[config.mk]
export PLATFORM = sky130hd
export DESIGN_NAME = qpsk_rr_sched
export DESIGN_NICKNAME = d
export VERILOG_FILES = /design/src/rtl/qpsk_rr_sched.sv
export SDC_FILE = /design/constraint.sdc
export NUM_CORES = 1
export LEC_CHECK = 0
export BUFFER_PORTS_ARGS = -buffer_cell sky130_fd_sc_hd__buf_2
export CAP_MARGIN = 30
export CORE_ASPECT_RATIO = 0.75
export CORE_UTILIZATION = 40
export DETAILED_ROUTE_END_ITERATION = 8
export PLACE_DENSITY_LB_ADDON = 0.25
export SYNTH_ARGS = -nofsm -noshare
export SYNTH_HDL_FRONTEND = slang
export SYNTH_SLANG_ARGS = --single-unit
[constraint.sdc]
create_clock -name clk -period 2.5 [get_ports clk]
set_input_delay 0.75 -clock clk [delete_from_list [all_inputs] [get_ports clk]]
set_output_delay 0.75 -clock clk [all_outputs]
set_load 0.05 [all_outputs]
[src/rtl/qpsk_rr_sched.sv]
// Round-robin burst scheduler feeding QPSK symbols from two source FIFOs to a demapper.
// Each grant moves exactly BURST_LEN symbols so the demapper stays character-aligned.
module qpsk_rr_sched #(
  parameter int BURST_LEN   = 4,
  parameter int STALL_LIMIT = 255
) (
  input  logic              clk,
  input  logic              reset,
  input  logic              en,
  input  logic              req0_empty,
  input  logic              req1_empty,
  output logic              req0_rd_en,
  output logic              req1_rd_en,
  input  logic signed [7:0] req0_sym_i,
  input  logic signed [7:0] req0_sym_q,
  input  logic signed [7:0] req1_sym_i,
  input  logic signed [7:0] req1_sym_q,
  output logic signed [7:0] sym_i,
  output logic signed [7:0] sym_q,
  output logic              iq_valid,
  output logic              grant_id,
  output logic              busy,
  output logic [15:0]       char_count,
  output logic              stall_err
);

  localparam logic [1:0] IDLE  = 2'd0;
  localparam logic [1:0] BURST = 2'd1;
  localparam logic [1:0] DRAIN = 2'd2;

  localparam logic [3:0] BURST_LEN_W   = 4'(BURST_LEN);
  localparam logic [7:0] STALL_LIMIT_W = 8'(STALL_LIMIT);

  logic [1:0] state;
  logic       last_grant;
  logic [3:0] issued;
  logic [7:0] stall_cnt;
  logic [3:0] out_cnt;
  logic       rd_d1;
  logic       src_d1;

  logic       granted_empty;
  logic       in_burst;
  logic       rd_any;
  logic       starved;
  logic       any_req;
  logic       next_grant;

  always_comb begin
    granted_empty = grant_id ? req1_empty : req0_empty;
    in_burst      = (state == BURST) && (issued < BURST_LEN_W);
    rd_any        = in_burst && !granted_empty;
    starved       = in_burst && granted_empty;
    any_req       = !req0_empty || !req1_empty;
    // Contention alternates; a lone requester wins outright (req0_empty=1 implies req1).
    if (!req0_empty && !req1_empty) begin
      next_grant = !last_grant;
    end else begin
      next_grant = req0_empty;
    end
  end

  assign req0_rd_en = rd_any && !grant_id;
  assign req1_rd_en = rd_any && grant_id;
  assign busy       = (state == BURST) || (state == DRAIN);

  always_ff @(posedge clk or posedge reset) begin
    if (reset) begin
      state      <= IDLE;
      last_grant <= 1'b1;
      grant_id   <= 1'b0;
      issued     <= '0;
    end else begin
      case (state)
        IDLE: begin
          if (en && any_req) begin
            state      <= BURST;
            grant_id   <= next_grant;
            last_grant <= next_grant;
            issued     <= '0;
          end
        end
        BURST: begin
          if (rd_any) begin
            issued <= issued + 4'd1;
            if (issued == BURST_LEN_W - 4'd1) begin
              state <= DRAIN;
            end
          end
        end
        DRAIN:   state <= IDLE;
        default: state <= IDLE;
      endcase
    end
  end

  always_ff @(posedge clk or posedge reset) begin
    if (reset) begin
      stall_cnt <= '0;
      stall_err <= 1'b0;
    end else if (rd_any) begin
      stall_cnt <= '0;
    end else if (starved) begin
      if (stall_cnt != 8'hFF) begin
        stall_cnt <= stall_cnt + 8'd1;
      end
      if (stall_cnt >= STALL_LIMIT_W - 8'd1) begin
        stall_err <= 1'b1;
      end
    end
  end

  // Output stage: FIFO data arrives one cycle after rd_en and is registered here,
  // so out_cnt sees symbols in grant order and closes a character on the last one.
  always_ff @(posedge clk or posedge reset) begin
    if (reset) begin
      rd_d1      <= 1'b0;
      src_d1     <= 1'b0;
      iq_valid   <= 1'b0;
      sym_i      <= '0;
      sym_q      <= '0;
      out_cnt    <= '0;
      char_count <= '0;
    end else begin
      rd_d1    <= rd_any;
      src_d1   <= grant_id;
      iq_valid <= rd_d1;
      if (rd_d1) begin
        sym_i <= src_d1 ? req1_sym_i : req0_sym_i;
        sym_q <= src_d1 ? req1_sym_q : req0_sym_q;
        if (out_cnt == BURST_LEN_W - 4'd1) begin
          out_cnt    <= '0;
          char_count <= char_count + 16'd1;
        end else begin
          out_cnt <= out_cnt + 4'd1;
        end
      end
    end
  end

endmodule

==> results.py, run 1 <==
metrics = {
    "layout": {
        "syn_to_final_growth_pct": 23.3,
        "drive_above_1_share_pct": 31.5,
        "diodes": 0,
        "stdcell_count": 418,
        "nNetsFinal": 382,
        "design_area_um2": 3340,
        "mostFrequentLayoutCells": "buf_2 (72), dfrtp_1 (54), nor2_1 (33)",
        "final_common_cell": "buf_2",
    },
    "sta": {
        "rsz0062_at_grt": "true",
        "setup_viol_count_final": 0,
        "slew_viol_final": 0,
        "period_needed_ps": 2470,
        "holdWs_ps": 477,
        "fin_skew_ps": 14.6,
        "tightest_slew_ps": 812,
        "relSlewSlack_pct": 45.8,
        "setup_slack_ps": 34.7,
        "fin_crit_sh_pct": 98.6,
        "hold_viol": 0,
        "fmax_mhz": 406,
    },
    "worst_setup_path": {
        "r2r_cells": 4,
        "crit_path_end": "req1_rd_en",
        "critPathLaunch": "state[1]",
        "crit_fanout": 3,
        "worstReg2RegStart": "grant_id",
        "reg2reg_to": "state[0]",
        "crit_required_ps": 1750,
        "startpoint_type": "register",
        "endpoint_kind": "primary output",
        "r2r_setup_slack_ps": 610,
        "path_class": "register to primary output",
        "arrival_ps": 1720,
    },
    "power": {
        "ir_worst_vdd_mv": 0.713,
        "total_power_mw": 3.95,
        "p_leak_nw": 1.61,
        "powerDensity_nw_per_um2": 1180,
    },
    "global_route": {
        "grt_overflow": 0,
        "grt_pass1_wl_mm": 9.22,
        "grt_pass1_vias": 1974,
        "grtUsageTotal_pct": 16.0,
        "grt_max_degree": 57,
        "antenna_found_initial": 0,
    },
    "drt": {
        "vias_per_cell": 5.11,
        "post_drt_wl_per_cell_um": 13.0,
        "drtIter0Drc": 119,
        "drc_errors": 0,
        "dr.pass1.iters": 4,
        "vias": 2134,
        "drt.antenna.violating_nets": 0,
        "drt_wl_total_mm": 5.42,
    },
    "min_path": {
        "hold_path_class": "primary input to async pin",
    },
    "placement": {
        "dpl_worst_slack_ps": 99.7,
        "io_buffers": 74,
        "dp_hpwl_mm": 3.91,
        "placed_cell_area_um2": 3220,
        "dp_cells": 409,
        "gp_congestion": 0.854,
    },
    "yosys": {
        "synthFlopType": "dfrtp_1",
        "yosysWarnings": 0,
        "seq_area_frac_synth_pct": 51.8,
        "netlist_area_um2": 2710,
        "synth_edf_count": 0,
        "syn_nets": 302,
        "synth-seq-cells": 56,
        "synth.distinct_cells": 45,
        "synthCells": 256,
        "syn_area_per_cell_um2": 10.6,
        "async_reset_ff_share_pct": 100,
    },
    "clock_tree": {
        "htree_levels": 2,
        "cts_root_buf": "clkbuf_8",
        "clkTransAtPathRegs_ps": 100,
        "cts_sinks": 56,
        "cts_hold_buf": 0,
        "cts_made_buffers": 5,
        "cts_tree": "done",
        "clock_latency_ps": 310,
        "max-clock-path-buffers": 2,
    },
    "flow_run": {
        "max-cap-violations": 0,
    },
    "floorplanning": {
        "fp-row-count": 25,
        "core_um2": 6410,
        "dieHeight_um": 73.3,
        "die-area_um2": 7110,
        "start_util_pct": 42.2,
        "die_x_um": 97,
        "ios": 75,
    },
    "outcome": {
        "status": "complete, no violations",
    },
}
==> layout make-up <==
class / count / area, um^2
tap: 81 / 101
sequential: 56 / 1400
fill: 592 / 3070
clock buffer: 6 / 72.6
inverter: 11 / 41.3
timing repair buffer: 80 / 437
clock inverter: 2 / 16.3
multi-input combinational: 182 / 1270
==> worst max-delay path, cell delays in order, from the launching register on <==
cell     delay, ps
dfrtp_1        400
inv_2           90
ha_4           120
or3b_4         410
nor3b_4        210
buf_6          180
==> power breakdown <==
group          internal (mW)  switching [mW]  leakage, nW
logic                  0.678            1.31        0.868
clock network          0.200           0.297       0.0414
registers               1.18           0.283        0.700
==> cell families (layout without fill, tap and decap cells) <==
kind of cell    after synthesis  count (layout)  share of synthesized area, %
flops                        56              56                          51.8
xor+xnor                     17              17                          5.50
buf+inv                      18              99                          2.77
mux                          21              21                          7.95
fa+ha+maj                     9               9                          4.16
simple gates                 87              87                          16.6
compound gates               48              48                          11.2
==> synth_stat cells, types with 2 or more instances <==
cell type  number  area share [%]
dfrtp_1        55              51
nor2_1         33             4.6
a21oi_1        23             4.3
mux2i_1        17             6.3
nand2_1        17             2.4
xnor2_1        14             4.5
inv_1          11             1.5
ha_1            9             4.2
nand3_1         9             1.7
nand4_1         7             1.6
o21ai_0         5            0.92
mux2_2          4             1.7
and3_1          3            0.69
buf_2           3            0.55
clkbuf_1        3            0.42
nor3_1          3            0.55
o211ai_1        3            0.83
xor2_1          3            0.97
a21o_1          2            0.55
a31oi_1         2            0.46
a41oi_1         2            0.65
and2_1          2            0.46
o22a_1          2            0.65
o31ai_1         2            0.55
or3_1           2            0.46
==> worst min path at each step <==
stage | depth (start not counted) | startpoint | endpoint
finish | 3 | reset | char_count[15]
floorplan | 0 | rd_d1 | iq_valid
CTS | 3 | reset | char_count[15]
global placement | 1 | char_count[15] | char_count[15]
global route | 3 | reset | char_count[4]
detailed placement | 2 | stall_err | stall_err
==> sequential cells by signal, indices dropped and copies added, names as in the netlist, 2 cells and up <==
register,flops
char_count,16
issued,4
out_cnt,4
stall_cnt,8
state,2
sym_i,8
sym_q,8
==> stage by stage <==
stage / setup TNS, ps / utilization [%]
finish: 0 / 52.1
CTS: 0 / 51.9
floorplan: -19.4 / -
detailed placement: 0 / 50.2
global placement: 0 / 50.2
global route: -15.7 / 52.1
==> repair_timing <==
item | 4_1_cts | 5_1_grt
setup endpoints to repair | 2 | 2
setup buffers | 1 | 0
pin swaps | 0 | 1
endpoints found under the hold margin | 0 | 0
cloned | 0 | 0
resized for setup | 5 | 3
==> layer usage <==
layer | wire, um | track usage (%)
met5 | 0 | 0
met2 | 2540 | 25.8
met3 | 214 | 3.90
met1 | 2620 | 22.1
met4 | 47 | 3.81
No activity file was read; power rests on OpenSTA's default activity.
==> run 2: changes to the inputs <==
BUFFER_PORTS_ARGS = -buffer_cell sky130_fd_sc_hd__buf_4   (was -buffer_cell sky130_fd_sc_hd__buf_2)
==> run 2 against run 1 <==
Against the previous run:
- sequential share of layout area fell by 2.5 points
- power rose by 4.5%
- clock skew fell by 3.8 ps
- register-to-register slack improved by 80 ps
- highest routed layer unchanged
- worst hold slack improved by 4.2 ps
==> results.py, run 2 (synthesis gave the netlist of run 1 again) <==
metrics = {
    "power": {
        "switchingPower_mw": 1.91,
        "switching_share_pct": 46.2,
        "p_clk_share_pct": 12.1,
        "p_leak_nw": 1.69,
        "powerDensity_nw_per_um2": 1160,
        "pwr-share-comb_pct": 52.3,
        "ir_worst_vdd_mv": 0.604,
        "pwr-share-seq_pct": 35.6,
        "power.internal_mw": 2.22,
    },
    "floorplanning": {
        "die-area_um2": 7110,
        "core_um2": 6410,
        "die_x_um": 97,
        "start_util_pct": 42.2,
        "fp-row-count": 25,
        "dieHeight_um": 73.3,
        "ios": 75,
    },
    "sta": {
        "slew_viol_final": 0,
        "fin_crit_sh_pct": 98.4,
        "rsz0062_at_grt": "true",
        "relSlewSlack_pct": 45.3,
        "period_needed_ps": 2460,
        "fmax_mhz": 407,
        "fin_skew_ps": 10.8,
        "hold_viol": 0,
        "final.setup.tns_ps": 0,
        "tightest_slew_ps": 821,
        "setup_viol_count_final": 0,
    },
    "drt": {
        "vias_per_cell": 5.05,
        "post_drt_wl_per_cell_um": 13.0,
        "drt_wl_total_mm": 5.48,
        "drc_errors": 0,
        "dr.pass1.iters": 5,
        "drtIter0Drc": 76,
        "drt.antenna.violating_nets": 0,
        "vias": 2132,
    },
    "flow_run": {
        "max-cap-violations": 0,
    },
    "placement": {
        "gp_congestion": 0.829,
        "dp_hpwl_mm": 4.00,
        "io_buffers": 74,
    },
    "worst_setup_path": {
        "critPathLaunch": "state[1]",
        "endpoint_kind": "primary output",
        "path_class": "register to primary output",
        "worstReg2RegStart": "state[1]",
        "crit_required_ps": 1750,
        "arrival_ps": 1710,
        "crit_fanout": 3,
        "startpoint_type": "register",
    },
    "global_route": {
        "grt_pass1_wl_mm": 8.97,
        "antenna_found_initial": 0,
        "grt_max_degree": 57,
        "grtUsageTotal_pct": 16.0,
        "grt_pass1_vias": 1873,
        "grt_overflow": 0,
    },
    "clock_tree": {
        "cts_made_buffers": 5,
        "cts_root_buf": "clkbuf_8",
        "htree_levels": 2,
        "cts_tree": "done",
        "clkTransAtPathRegs_ps": 100,
        "max-clock-path-buffers": 2,
        "clock_latency_ps": 310,
        "cts_sinks": 56,
    },
    "layout": {
        "syn_to_final_growth_pct": 31.2,
        "final_common_cell": "buf_4",
        "drive_above_1_share_pct": 32.6,
        "fillers": 554,
        "largest_register": "char_count",
        "nNetsFinal": 386,
        "largest_reg_flops": 16,
        "mostFrequentLayoutCells": "buf_4 (82), dfrtp_1 (54), nor2_1 (33)",
        "diodes": 0,
        "fin_util_pct": 55.4,
    },
    "outcome": {
        "status": "complete, no violations",
    },
    "min_path": {
        "hold_path_class": "primary input to async pin",
    },
}
run 2: cell types whose count changed in the layout (fill, tap and decap cells not counted):
cell / before / now
buf_2: 72 / 0
buf_4: 6 / 82
clkbuf_1: 1 / 0
clkinv_2: 0 / 1
clkinvlp_4: 1 / 0
inv_6: 0 / 1
run 2: cell type report:
type                    instances  area (um^2)  share of cell area (%)
clock buffers                   5         68.8                    1.94
repair buffers                 84          647                    18.2
inverters                      11         41.3                    1.16
well taps                      81          101                    2.85
multi-input cells             182         1270                    35.7
clock inverters                 3         22.5                   0.634
flip-flops and latches         56         1400                    39.5
run 2: what timing repair did:
item	4_1_cts	5_1_grt
endpoints found under the setup margin	2	2
hold buffers	0	0
setup buffers	1	4
hold endpoints to repair	0	0
resized for setup	5	1
run 2: critical path, stage by stage (launching register included):
cell and delay [ps]:
dfrtp_1 400, inv_2 80, ha_4 140, or3b_4 420
nor3b_4 190, buf_6 180
run 2: final timing paths:
check | to | slack (ps) | cells past startpoint
setup / recovery | req1_rd_en | 40 | 5
hold / removal | char_count[6] | 480 | 3
setup reg to reg | issued[0] | 690 | 8
hold reg to reg | stall_err | 490 | 2
max in group asynchronous | last_grant | 1730 | 3
min in group clk | stall_err | 490 | 2
run 2: power groups by stage:
stage          Clock (mW)  Sequential (mW)  Combinational [mW]
5_1_grt             0.563             1.51                2.32
6_report            0.498             1.47                2.16
4_1_cts             0.530             1.47                2.11
3_3_place_gp            0             1.47                2.05
3_5_place_dp            0             1.48                2.07
2_1_floorplan           0             1.93                1.02
run 2: through the flow:
stage / hold slack [ps] / cells / power (mW) / setup slack, ps / instance area, um^2
floorplan: 355 / 256 / 2.95 / -19.4 / 2730
detailed placement: 469 / 409 / 3.55 / 83.0 / 3400
CTS: 485 / 418 / 4.11 / 2.52 / 3520
global route: 498 / 422 / 4.39 / -20.4 / 3550
global placement: 455 / 409 / 3.51 / 128 / 3400
finish: 481 / 422 / 4.12 / 40.9 / 3550
run 2: metal layers:
| layer | vias to the layer above | wire, um | track usage (%) | share of wire [%] |
|---|---|---|---|---|
| li1 | 1076 | - | - | - |
| met1 | 1009 | 2610 | 21.6 | 48 |
| met2 | 39 | 2580 | 25.6 | 47 |
| met3 | 8 | 204 | 3.62 | 3.7 |
| met4 | 0 | 76 | 5.97 | 1.4 |
| met5 | - | 0 | 0 | 0 |
==> run 3: changes to the inputs <==
SETUP_SLACK_MARGIN = 0.5   (was not set)
==> run 3 against run 2 <==
Against the previous run:
- power grew 2.9%
- routed wire length grew 4.0%
- die area is the same
- worst setup slack gained 7.8 ps
- register-to-register slack lost 20 ps
- sequential share of layout area shrank 0.60 points
- via count grew 0.80%
- final cell count grew 0.47%
- critical path type unchanged
- worst hold slack gained 0.92 ps
- design area grew 1.5%
==> results.py, run 3 (synthesis gave the netlist of run 1 again) <==
metrics = {
    "layout": {
        "largest_reg_flops": 16,
        "final_common_cell": "buf_4",
        "syn_to_final_growth_pct": 33.2,
        "diodes": 0,
        "fillers": 563,
        "mostFrequentLayoutCells": "buf_4 (81), dfrtp_1 (54), nor2_1 (33)",
        "drive_above_1_share_pct": 33.5,
        "largest_register": "char_count",
        "design_area_um2": 3610,
        "multi_input_area_um2": 1280,
        "seqCellArea_um2": 1400,
        "nNetsFinal": 388,
    },
    "clock_tree": {
        "cts_made_buffers": 5,
        "clkTransAtPathRegs_ps": 110,
        "htree_levels": 2,
        "cts_root_buf": "clkbuf_8",
        "clock_latency_ps": 310,
        "cts_tree": "done",
        "max-clock-path-buffers": 2,
        "cts_sinks": 56,
    },
    "global_route": {
        "grt_overflow": 0,
        "grt_max_degree": 38,
        "grtUsageTotal_pct": 17.1,
        "grt_pass1_wl_mm": 9.64,
        "grt_pass1_vias": 2059,
        "antenna_found_initial": 0,
    },
    "sta": {
        "rsz0062_at_grt": "true",
        "hold_viol": 0,
        "period_needed_ps": 2450,
        "setup_viol_count_final": 0,
        "fmax_mhz": 408,
        "final.setup.tns_ps": 0,
        "fin_skew_ps": 7.15,
        "slew_viol_final": 0,
        "fin_crit_sh_pct": 98.1,
        "relSlewSlack_pct": 43.1,
        "tightest_slew_ps": 854,
    },
    "floorplanning": {
        "die-area_um2": 7110,
        "core_um2": 6410,
        "die_x_um": 97,
        "fp-row-count": 25,
        "dieHeight_um": 73.3,
        "ios": 75,
        "start_util_pct": 42.2,
    },
    "min_path": {
        "min_from": "char_count[15]",
        "worstHoldPathCells": 1,
        "hold_path_class": "register to register",
        "hold_end": "char_count[15]",
    },
    "worst_setup_path": {
        "startpoint_type": "register",
        "endpoint_kind": "primary output",
        "reg2reg_to": "state[0]",
        "worstReg2RegStart": "state[1]",
        "critPathLaunch": "state[1]",
        "arrival_ps": 1700,
        "crit_required_ps": 1750,
        "path_class": "register to primary output",
        "r2r_cells": 9,
        "r2r_setup_slack_ps": 670,
        "crit_fanout": 3,
    },
    "drt": {
        "drtIter0Drc": 86,
        "drt_wl_total_mm": 5.69,
        "vias_per_cell": 5.07,
        "vias": 2149,
        "drc_errors": 0,
        "post_drt_wl_per_cell_um": 13.4,
        "dr.pass1.iters": 4,
        "drt.antenna.violating_nets": 0,
    },
    "placement": {
        "placed_cell_area_um2": 3410,
        "io_buffers": 74,
        "gp_congestion": 0.865,
        "dp_hpwl_mm": 4.09,
    },
    "outcome": {
        "status": "complete, no violations",
    },
    "flow_run": {
        "max-cap-violations": 0,
    },
    "power": {
        "p_leak_nw": 1.70,
        "powerDensity_nw_per_um2": 1180,
        "ir_worst_vdd_mv": 0.865,
        "total_power_mw": 4.24,
    },
}
[run 3: what timing repair did]
action / in CTS / in global routing
pin swaps: 1 / 2
gates resized for setup: 3 / 5
buffers inserted: 5 / 4
endpoints found under the hold margin: 0 / 0
endpoints found under the setup margin: 3 / 4
hold buffers: 0 / 0
[run 3: worst max-delay path, stage by stage, from the launching register on]
cell and delay (ps):
dfrtp_1 400, inv_2 80, ha_4 120, or3b_4 410
nor3b_4 190, buf_6 180
[run 3: final cells by class]
cell class	count	area share, %
Clock buffer	5	1.91
Clock inverter	3	0.763
Inverter	11	1.25
Multi-Input combinational cell	182	35.6
Sequential cell	56	38.9
Tap cell	81	2.81
Timing Repair Buffer	86	18.8
[run 3: how the worst max path moves through the flow]
stage                            end  slack (ps)  cells after the start
after floorplan           req1_rd_en         150                      5
after global placement    req1_rd_en         260                      5
after detailed placement  req1_rd_en         240                      5
after CTS                 req1_rd_en          40                      5
after global routing      req1_rd_en         -40                      5
final                     req1_rd_en          50                      5
[run 3: per-layer routing]
layer	part of all wire, %	vias up	GRT usage, %
met5	0	-	0
met4	0.74	0	4.31
met3	5.3	4	4.66
met2	48	57	28.9
met1	46	1012	22.3
li1	-	1076	-
[run 3: power breakdown]
part / internal [mW] / total (mW) / switching [mW] / leakage [nW]
Clock: 0.206 / 0.518 / 0.312 / 0.0463
Combinational: 0.909 / 2.25 / 1.34 / 0.951
Sequential: 1.18 / 1.47 / 0.293 / 0.700
Total: 2.29 / 4.24 / 1.95 / 1.70
[run 3: metrics by stage]
stage | hold slack (ps) | util (%) | worst slack, ps | std cells
final | 482 | 56.3 | 48.7 | 424
after CTS | 484 | 55.4 | 42.4 | 420
after detailed placement | 464 | 53.1 | 239 | 407
after global placement | 462 | 53.1 | 260 | 407
after floorplan | 355 | - | 150 | 256
after global routing | 499 | 56.3 | -36.0 | 424
